### config.mk
export PLATFORM = sky130hd
export DESIGN_NAME = serial_capture16_flat
export DESIGN_NICKNAME = d
export VERILOG_FILES = /design/src/rtl/serial_capture16_pkg.sv /design/src/rtl/serial_capture16_if.sv /design/src/rtl/serial_capture16_outbuf.sv /design/src/rtl/serial_capture16.sv /design/src/flat_wrapper.sv
export SDC_FILE = /design/constraint.sdc
export NUM_CORES = 1
export LEC_CHECK = 0
export CAP_MARGIN = 10
export CELL_PAD_IN_SITES_DETAIL_PLACEMENT = 1
export CELL_PAD_IN_SITES_GLOBAL_PLACEMENT = 2
export CORE_MARGIN = 2
export CORE_UTILIZATION = 36
export CTS_CLUSTER_SIZE = 14
export DETAILED_ROUTE_END_ITERATION = 16
export PLACE_DENSITY_LB_ADDON = 0.1
export SYNTH_ARGS = -nofsm -noshare
export SYNTH_HDL_FRONTEND = slang
export SYNTH_SLANG_ARGS = --single-unit
export TNS_END_PERCENT = 10
### constraint.sdc
create_clock -name i_clk -period 1.7 [get_ports i_clk]
set_input_delay 0.425 -clock i_clk [delete_from_list [all_inputs] [get_ports i_clk]]
set_output_delay 0.425 -clock i_clk [all_outputs]
set_load 0.1 [all_outputs]
### src/rtl/serial_capture16_pkg.sv
// rtl/serial_capture16_pkg.sv - shared types and sizing helpers for serial_capture16
//
// Contents:
//   sercap_state_t    : capture FSM states (IDLE, SHIFT)
//   sercap_cnt_width  : bit-counter width for a given frame length
package serial_capture_pkg;

  typedef enum logic [0:0] {
    IDLE  = 1'b0,
    SHIFT = 1'b1
  } sercap_state_t;

  localparam int SERCAP_DEFAULT_WIDTH = 16;

  // Counter must hold 0..WIDTH-1; keep at least one bit for tiny frames.
  function automatic int sercap_cnt_width(input int width);
    return (width > 2) ? $clog2(width) : 1;
  endfunction

endpackage

### src/rtl/serial_capture16_if.sv
// rtl/serial_capture16_if.sv - serial input / parallel word output bundle
//
// Signals:
//   i_sdi      : serial data, MSB first
//   i_start    : frame strobe, marks frame bit WIDTH-1
//   i_ready    : consumer accepts o_data when o_valid & i_ready
//   i_ovf_clr  : synchronous clear of o_ovf
//   o_data     : assembled word
//   o_valid    : o_data holds an unconsumed word
//   o_busy     : frame in progress
//   o_ovf      : sticky overrun flag
//   o_parity   : XOR of o_data (only with SERCAP_PARITY_EN)
// Modports: master drives i_*, slave (the capture block) drives o_*.
interface serial_capture16_if #(
  parameter int WIDTH = 16
);
  logic             i_sdi;
  logic             i_start;
  logic             i_ready;
  logic             i_ovf_clr;
  logic [WIDTH-1:0] o_data;
  logic             o_valid;
  logic             o_busy;
  logic             o_ovf;
`ifdef SERCAP_PARITY_EN
  logic             o_parity;
`endif

  modport master (
    output i_sdi, i_start, i_ready, i_ovf_clr,
    input  o_data, o_valid, o_busy, o_ovf
`ifdef SERCAP_PARITY_EN
    , input o_parity
`endif
  );

  modport slave (
    input  i_sdi, i_start, i_ready, i_ovf_clr,
    output o_data, o_valid, o_busy, o_ovf
`ifdef SERCAP_PARITY_EN
    , output o_parity
`endif
  );
endinterface

### src/rtl/serial_capture16_outbuf.sv
// rtl/serial_capture16_outbuf.sv - single-entry output holding register with overrun flag
//
// Ports:
//   i_clk, i_rst : clock, asynchronous active-high reset
//   i_complete   : a frame finished this cycle, i_word holds it
//   i_word       : completed word
//   i_ready      : consumer ready
//   i_ovf_clr    : clear sticky overrun flag
//   o_data       : held word
//   o_valid      : held word not yet consumed
//   o_ovf        : sticky flag, a completed word was dropped
//   o_parity     : XOR of o_data (only with SERCAP_PARITY_EN)
module serial_capture_outbuf #(
  parameter int WIDTH = 16
) (
  input  logic             i_clk,
  input  logic             i_rst,
  input  logic             i_complete,
  input  logic [WIDTH-1:0] i_word,
  input  logic             i_ready,
  input  logic             i_ovf_clr,
  output logic [WIDTH-1:0] o_data,
  output logic             o_valid,
  output logic             o_ovf
`ifdef SERCAP_PARITY_EN
  ,
  output logic             o_parity
`endif
);

  logic [WIDTH-1:0] r_data;
  logic             r_valid;
  logic             r_ovf;
  logic             w_load;
  logic             w_ovf_set;

  // A held word may be replaced only when it is being accepted this same cycle.
  assign w_load    = i_complete & (~r_valid | i_ready);
  assign w_ovf_set = i_complete & r_valid & ~i_ready;

  always_ff @(posedge i_clk or posedge i_rst) begin
    if (i_rst) begin
      r_data  <= '0;
      r_valid <= 1'b0;
      r_ovf   <= 1'b0;
    end else begin
      if (w_load) begin
        r_data  <= i_word;
        r_valid <= 1'b1;
      end else if (r_valid & i_ready) begin
        r_valid <= 1'b0;
      end
      // Set beats clear so a drop in the clearing cycle is never lost.
      if (w_ovf_set)
        r_ovf <= 1'b1;
      else if (i_ovf_clr)
        r_ovf <= 1'b0;
    end
  end

  assign o_data  = r_data;
  assign o_valid = r_valid;
  assign o_ovf   = r_ovf;

`ifdef SERCAP_PARITY_EN
  logic r_parity;

  always_ff @(posedge i_clk or posedge i_rst) begin
    if (i_rst)
      r_parity <= 1'b0;
    else if (w_load)
      r_parity <= ^i_word;
  end

  assign o_parity = r_parity;
`endif

endmodule

### src/rtl/serial_capture16.sv
// rtl/serial_capture16.sv - MSB-first serial frame capture into parallel words
//
// Ports:
//   i_clk : clock, rising edge
//   i_rst : asynchronous active-high reset
//   bus   : serial_capture16_if.slave (i_sdi, i_start, i_ready, i_ovf_clr,
//           o_data, o_valid, o_busy, o_ovf, o_parity)
// Optional feature: SERCAP_PARITY_EN adds o_parity.
module serial_capture16
  import serial_capture_pkg::*;
#(
  parameter int WIDTH = SERCAP_DEFAULT_WIDTH
) (
  input  logic                 i_clk,
  input  logic                 i_rst,
  serial_capture16_if.slave    bus
);

  localparam int             CW   = sercap_cnt_width(WIDTH);
  localparam logic [CW-1:0]  LAST = CW'(WIDTH - 1);

  sercap_state_t    r_state;
  logic [CW-1:0]    r_cnt;
  // Only the WIDTH-1 bits already received are kept; the current i_sdi
  // completes the word combinationally on the final bit.
  logic [WIDTH-2:0] r_sreg;
  logic             r_busy;

  logic [WIDTH-1:0] w_word;
  logic             w_complete;

  assign w_word     = {r_sreg, bus.i_sdi};
  assign w_complete = (r_state == SHIFT) && (r_cnt == LAST);

  always_ff @(posedge i_clk or posedge i_rst) begin
    if (i_rst) begin
      r_state <= IDLE;
      r_cnt   <= '0;
      r_sreg  <= '0;
      r_busy  <= 1'b0;
    end else begin
      case (r_state)
        IDLE: begin
          if (bus.i_start) begin
            r_state <= SHIFT;
            r_sreg  <= w_word[WIDTH-2:0];
            r_cnt   <= CW'(1);
            r_busy  <= 1'b1;
          end
        end
        SHIFT: begin
          r_sreg <= w_word[WIDTH-2:0];
          if (r_cnt == LAST) begin
            // Completion wins over a coincident start strobe.
            r_state <= IDLE;
            r_cnt   <= '0;
            r_busy  <= 1'b0;
          end else if (bus.i_start) begin
            // Abort: current bit becomes the new MSB; stale bits shift out.
            r_cnt <= CW'(1);
          end else begin
            r_cnt <= r_cnt + CW'(1);
          end
        end
        default: begin
          r_state <= IDLE;
          r_cnt   <= '0;
          r_busy  <= 1'b0;
        end
      endcase
    end
  end

  assign bus.o_busy = r_busy;

  serial_capture_outbuf #(
    .WIDTH (WIDTH)
  ) u_outbuf (
    .i_clk      (i_clk),
    .i_rst      (i_rst),
    .i_complete (w_complete),
    .i_word     (w_word),
    .i_ready    (bus.i_ready),
    .i_ovf_clr  (bus.i_ovf_clr),
    .o_data     (bus.o_data),
    .o_valid    (bus.o_valid),
    .o_ovf      (bus.o_ovf)
`ifdef SERCAP_PARITY_EN
    ,
    .o_parity   (bus.o_parity)
`endif
  );

endmodule

### src/flat_wrapper.sv
// flat-port wrapper written by rule: the top's interface ports become plain ports
module serial_capture16_flat import serial_capture_pkg::*;
#(
  parameter int WIDTH = SERCAP_DEFAULT_WIDTH
)
  (i_clk, i_rst, bus_i_sdi, bus_i_start, bus_i_ready, bus_i_ovf_clr, bus_o_data, bus_o_valid, bus_o_busy, bus_o_ovf);
  serial_capture16_if #(.WIDTH(WIDTH)) bus_i ();
  input  logic i_clk;
  input  logic i_rst;
  input wire logic [$bits(bus_i.i_sdi)-1:0] bus_i_sdi;
  input wire logic [$bits(bus_i.i_start)-1:0] bus_i_start;
  input wire logic [$bits(bus_i.i_ready)-1:0] bus_i_ready;
  input wire logic [$bits(bus_i.i_ovf_clr)-1:0] bus_i_ovf_clr;
  output wire logic [$bits(bus_i.o_data)-1:0] bus_o_data;
  output wire logic [$bits(bus_i.o_valid)-1:0] bus_o_valid;
  output wire logic [$bits(bus_i.o_busy)-1:0] bus_o_busy;
  output wire logic [$bits(bus_i.o_ovf)-1:0] bus_o_ovf;
  assign bus_i.i_sdi = bus_i_sdi;
  assign bus_i.i_start = bus_i_start;
  assign bus_i.i_ready = bus_i_ready;
  assign bus_i.i_ovf_clr = bus_i_ovf_clr;
  assign bus_o_data = bus_i.o_data;
  assign bus_o_valid = bus_i.o_valid;
  assign bus_o_busy = bus_i.o_busy;
  assign bus_o_ovf = bus_i.o_ovf;
  serial_capture16 #(.WIDTH(WIDTH)) u_core (.i_clk(i_clk), .i_rst(i_rst), .bus(bus_i));
endmodule
Yosys cells after proc, flatten, opt, wreduce, memory -nomap -nowiden
Cells that the tools add are included.
{"block": "totals", "ff_bits": 39, "in_bits": 6, "output_inout_bits": 19}
{"block": "op_classes", "n_addsub": 1, "eq_ne": 3, "n_mux": 16, "bitwise_logic": 8, "n_reduce_logical": 4}
{"op": "15-bit case mux with 2 select lines", "n": 1}
{"op": "15-bit 2-to-1 mux", "n": 1}
{"op": "4-bit 2-to-1 mux", "n": 3}
{"op": "1-bit 2-to-1 mux", "n": 8}
{"op": "4-bit case mux with 2 select lines", "n": 1}
{"op": "4-bit by 1-bit adder with 4-bit output (second input constant)", "n": 1}
{"op": "1-bit AND", "n": 4}
{"op": "4-bit == test (second input constant)", "n": 1}
{"op": "2-bit != test (second input constant)", "n": 2}
{"op": "1-bit case mux with 2 select lines", "n": 2}
{"op": "2-bit nonzero test", "n": 2}
{"op": "1-bit NOT", "n": 3}
{"op": "2-bit AND reduction", "n": 1}
{"op": "1-bit logical AND", "n": 1}
{"op": "1-bit OR", "n": 1}

Depth between registers and ports, before layout
{"block": "depth", "ltp_word": 5, "depth_mapped": 6}

By module
From an unflattened synthesis, not the netlist that was laid out.
{"block": "unflattened", "cells_unflattened": 104, "hier_area_um2": 1606.5}
{"mod": "serial_capture16", "instances": 1, "cells_each": 62, "area_each_um2": 872.1}
{"mod": "serial_capture_outbuf", "instances": 1, "cells_each": 42, "area_each_um2": 734.5}

Worst setup path before layout
OpenSTA, ideal clock, no wires.
{"block": "synth_timing", "path_kind": "register -> register", "startpoint": "register u_core.u_outbuf.r_valid (netlist: u_core.u_outbuf.o_valid)", "endpoint": "register u_core.u_outbuf.r_data[0] (netlist: u_core.u_outbuf.o_data[0])", "setup_time_ns": 0.125, "arrival_ns": 1.766, "t_required_ns": 1.575, "setup_slack_ns": -0.191, "path_stages_with_launch": 6, "path_buffers": 2, "period_less_slack_ns": 1.891, "cell_sequence": "dfrtp_1 nand2b_1 nor2b_2 buf_6 buf_12 mux2_2"}
{"block": "synth_between", "elab_chain_cells": 3}
{"element": "start: declaration", "line": "serial_capture16_outbuf.sv:32", "rtl": "logic r_valid;"}
{"element": "start signal: assignment", "line": "serial_capture16_outbuf.sv:44", "rtl": "r_valid <= 1'b0;"}
{"element": "start signal: assignment", "line": "serial_capture16_outbuf.sv:49", "rtl": "r_valid <= 1'b1;"}
{"element": "start signal: assignment", "line": "serial_capture16_outbuf.sv:51", "rtl": "r_valid <= 1'b0;"}
{"element": "1-bit NOT", "line": "serial_capture16_outbuf.sv:38", "rtl": "assign w_load = i_complete & (~r_valid | i_ready);"}
{"element": "1-bit OR", "line": "serial_capture16_outbuf.sv:38"}
{"element": "1-bit AND", "line": "serial_capture16_outbuf.sv:38"}
{"element": "end signal: assignment", "line": "serial_capture16_outbuf.sv:48", "rtl": "r_data <= i_word;"}
{"element": "end: declaration", "line": "serial_capture16_outbuf.sv:31", "rtl": "logic [WIDTH-1:0] r_data;"}
No other way between the ends.
A chain may end at the register's enable or synchronous reset.

Final worst setup path
{"block": "layout_timing", "startpoint": "register u_core.r_cnt[1]", "endpoint": "register u_core.u_outbuf.r_data[11] (netlist: u_core.u_outbuf.o_data[11])"}
{"block": "layout_between", "elab_chain_cells": 3}
{"element": "start: declaration", "line": "serial_capture16.sv:23", "rtl": "logic [CW-1:0] r_cnt;"}
{"element": "start signal: assignment", "line": "serial_capture16.sv:62", "rtl": "r_cnt <= r_cnt + CW'(1);"}
{"element": "4-bit == test", "line": "serial_capture16.sv:33", "rtl": "assign w_complete = (r_state == SHIFT) && (r_cnt == LAST);"}
{"element": "1-bit logical AND", "line": "serial_capture16.sv:33"}
{"element": "1-bit AND", "line": "serial_capture16_outbuf.sv:38"}
No other way between the ends.

==> out/qor.csv <==
stage,metric,value,unit
critical_path,max_stage_delay,0.41,ns
place,port_buffers,24,
drt,ant_nets,0,
critical_path,arrival,1.79,ns
timing,period_needed,1.62,ns
drt,wl_per_cell,15.3,um
synth,synth-seq-cells,39,
clock_network,post_cts_resized,0,
global_route,grt.overflow.total,0,
pwr,ir_drop,0.558,mV
synth,synth_common_cells,"39 x dfrtp_1, 31 x mux2_2, 4 x nand2_1",
critical_path,crit_type,flip-flop to flip-flop,
layout,multi_input_area,513,um2
synth,ys_seq_area_share,62.8,%
synth,synth_most_common_cell,dfrtp_1,
synth,synth_area_leaders,"dfrtp_1 63%, mux2_2 22%, buf_6 1.4%",
clock_network,cts_buffer_depth,2,
critical_path,crit_slowest_cell,dfrtp_1,
synth,synth.avg_cell_area,15.0,um2
place,place_congestion,0.707,
drt,drt-initial-drc-count,24,
clock_network,cts_tree,built,
timing,fin_crit_sh,95.4,%
pwr,seqPwrFrac,51.4,%
clock_network,numCtsBuffers,5,
clock_network,cts_hold_buf,0,
synth,synthArstFlopShare,100,%
clock_network,root_buffer,clkbuf_8,
floorplanning,io_pins,25,
place,placedInstanceArea,2080,um2
timing,tightestPinTransition,0.342,ns
synth,yosys.area.top_type,dfrtp_1,
synth,syn_nets,111,
place,dp.cells,179,
layout,areaGrowthSynthToFinish,39.2,%
synth,synthFlopType,dfrtp_1,
clock_network,clkSlewWorstSetupHoldPaths,0.07,ns
critical_path,cp-end-kind,flip-flop,
pwr,internal-power,1.45,mW
hold_path,hold_class,input port to async pin,
layout,diodes,0,
clock_network,clk_latency,0.28,ns
run_status,outcome,"finished, final reports clean",
global_route,grt_pass1_vias,1090,
timing,setup-violations-final,0,
pwr,clock_power_share,30.1,%
drt,vias_per_cell,4.95,
layout,nets,143,
global_route,grtUsageTotal,13.5,%
pwr,leakagePower,0.973,nW
drt,num_vias,920,
timing,slew_headroom,77.2,%
timing,hold_viol_final,0,
pwr,combPwrFrac,18.5,%
pwr,switching_share,28.1,%
layout,seq_area,977,um2
layout,fin_cells,186,
timing,fin_skew,0.00617,ns
synth,synth.distinct_cells,22,
floorplanning,die_x,69.7,um
synth,netlist.area_leader.share,62.8,%
pwr,power.total,2.01,mW
global_route,grt_pass1_wl,5170,um
timing,rsz0062_at_grt,no,
clock_network,cts_sinks,39,
critical_path,path_cells,ha_1 > nand4_4 > nor2b_2 > buf_12 > mux2_2,
pwr,switching_power,0.566,mW
layout,fin_area,2160,um2
synth,syn_inst,104,
floorplanning,die_area,4860,um2
timing,tns,0,ns
critical_path,cp-start-kind,flip-flop,
floorplanning,fp.dieH,69.7,um
run,drv_cap,0,
place,place_hpwl,2020,um
timing,drv_slew,0,
critical_path,worstPathMaxFanout,16,
drt,routed_wirelength,2850,um
floorplanning,start_util,38.1,%
global_route,antenna_found_initial,0,
floorplanning,fp-row-count,23,
synth,syn-cell-area,1560,um2
layout,utilization,53.0,%
synth,ys_warn_count,0,
layout,n_fill_cell,404,
pwr,power_density,930,nW/um2
global_route,grt_max_degree,40,
synth,synth_edf_count,0,
floorplanning,core_area,4090,um2
drt,drcViolationCount,0,
critical_path,cp_data_required_time,1.87,ns
clock_network,htreeDepth,2,
layout,post_route_cells_drive_above_1_share,49.3,%
clock_network,post_cts_buffers,0,
drt,firstDrtPassIters,2,
timing,max_freq,0.616,GHz
## flip-flops by register name, indices dropped and copies added, names as in the netlist
signal and cells:
u_core.u_outbuf.o_ovf 1, u_core.u_outbuf.o_valid 1, u_core.r_cnt 4, u_core.bus.o_busy 1
u_core.u_outbuf.o_data 16, u_core.r_sreg 15, u_core.r_state 1
## metal layers
layer	share of wire (%)	global-route usage (%)	up-vias
met1	41	15.4	472
li1	-	-	422
met5	0	0	-
met2	53	23.4	20
met4	1.9	5.77	0
met3	4.7	4.36	6
## critical path, delay by kind of cell (launching register included)
kind / cells / cell delay, ns
multiplexers: 1 / 0.34
AND/OR/NAND/NOR: 2 / 0.31
buffers and inverters: 1 / 0.17
flip-flops: 1 / 0.41
adder cells (fa/ha/maj): 1 / 0.28
## final timing paths
kind / from / to / slack, ns / depth (start not counted)
max reg2reg: u_core.r_cnt[1] / u_core.u_outbuf.o_data[11] / 0.08 / 5
min in group i_clk: u_core.r_sreg[14] / u_core.u_outbuf.o_data[15] / 0.52 / 1
max in group asynchronous: i_rst / u_core.u_outbuf.o_valid / 1.00 / 3
min reg2reg: u_core.r_sreg[14] / u_core.u_outbuf.o_data[15] / 0.52 / 1
max: u_core.r_cnt[1] / u_core.u_outbuf.o_data[11] / 0.08 / 5
min: i_rst / u_core.u_outbuf.o_valid / 0.50 / 3
## power by group through the flow
stage | registers (mW) | clock network [mW] | logic (mW)
finish | 1.04 | 0.606 | 0.371
global route | 1.04 | 0.678 | 0.390
CTS | 1.04 | 0.638 | 0.378
detailed placement | 1.05 | 0 | 0.377
global placement | 1.05 | 0 | 0.367
floorplan | 1.19 | 0 | 0.0818
## layout make-up
class | instances | share of cell area [%]
Tap cell | 50 | 2.89
Timing Repair Buffer | 30 | 23.7
Sequential cell | 39 | 45.1
Clock inverter | 1 | 0.231
Clock buffer | 6 | 3.82
Inverter | 3 | 0.520
Multi-Input combinational cell | 57 | 23.7
## cells in the final DEF, fill, tap and decap left out, drive strengths merged
| cell type | n |
|---|---|
| clkinv | 1 |
| o22ai | 1 |
| nor3 | 1 |
| nand3 | 3 |
| mux2 | 31 |
| o21a | 1 |
| clkbuf | 6 |
| buf | 25 |
| ha | 1 |
| dfrtp | 39 |
| inv | 3 |
| nand2b | 2 |
| nor2 | 4 |
| a41oi | 1 |
| xor2 | 1 |
| o21ai | 3 |
| clkdlybuf4s50 | 5 |
| a21oi | 2 |
| nor2b | 1 |
| nand2 | 4 |
| nand4 | 1 |
## logic make-up (layout without fill, tap and decap cells)
| kind of cell | Yosys count | in the layout | synth area share (%) |
|---|---|---|---|
| flip-flops | 39 | 39 | 62.8 |
| XOR/XNOR | 1 | 1 | 0.563 |
| AO/OA/AOI/OAI | 8 | 8 | 3.06 |
| buffers and inverters | 8 | 40 | 4.26 |
| multiplexers | 31 | 31 | 22.4 |
| adder cells (fa/ha/maj) | 1 | 1 | 0.804 |
| AND/OR/NAND/NOR | 16 | 16 | 6.11 |
## through the flow
stage               hold WS, ns  worst slack [ns]
floorplan                 0.474            0.0925
global placement          0.485            -0.126
detailed placement        0.510            -0.187
CTS                       0.513            0.0599
global route              0.536           0.00146
finish                    0.504            0.0779
Note: power is estimated with default switching activity, not from simulation.
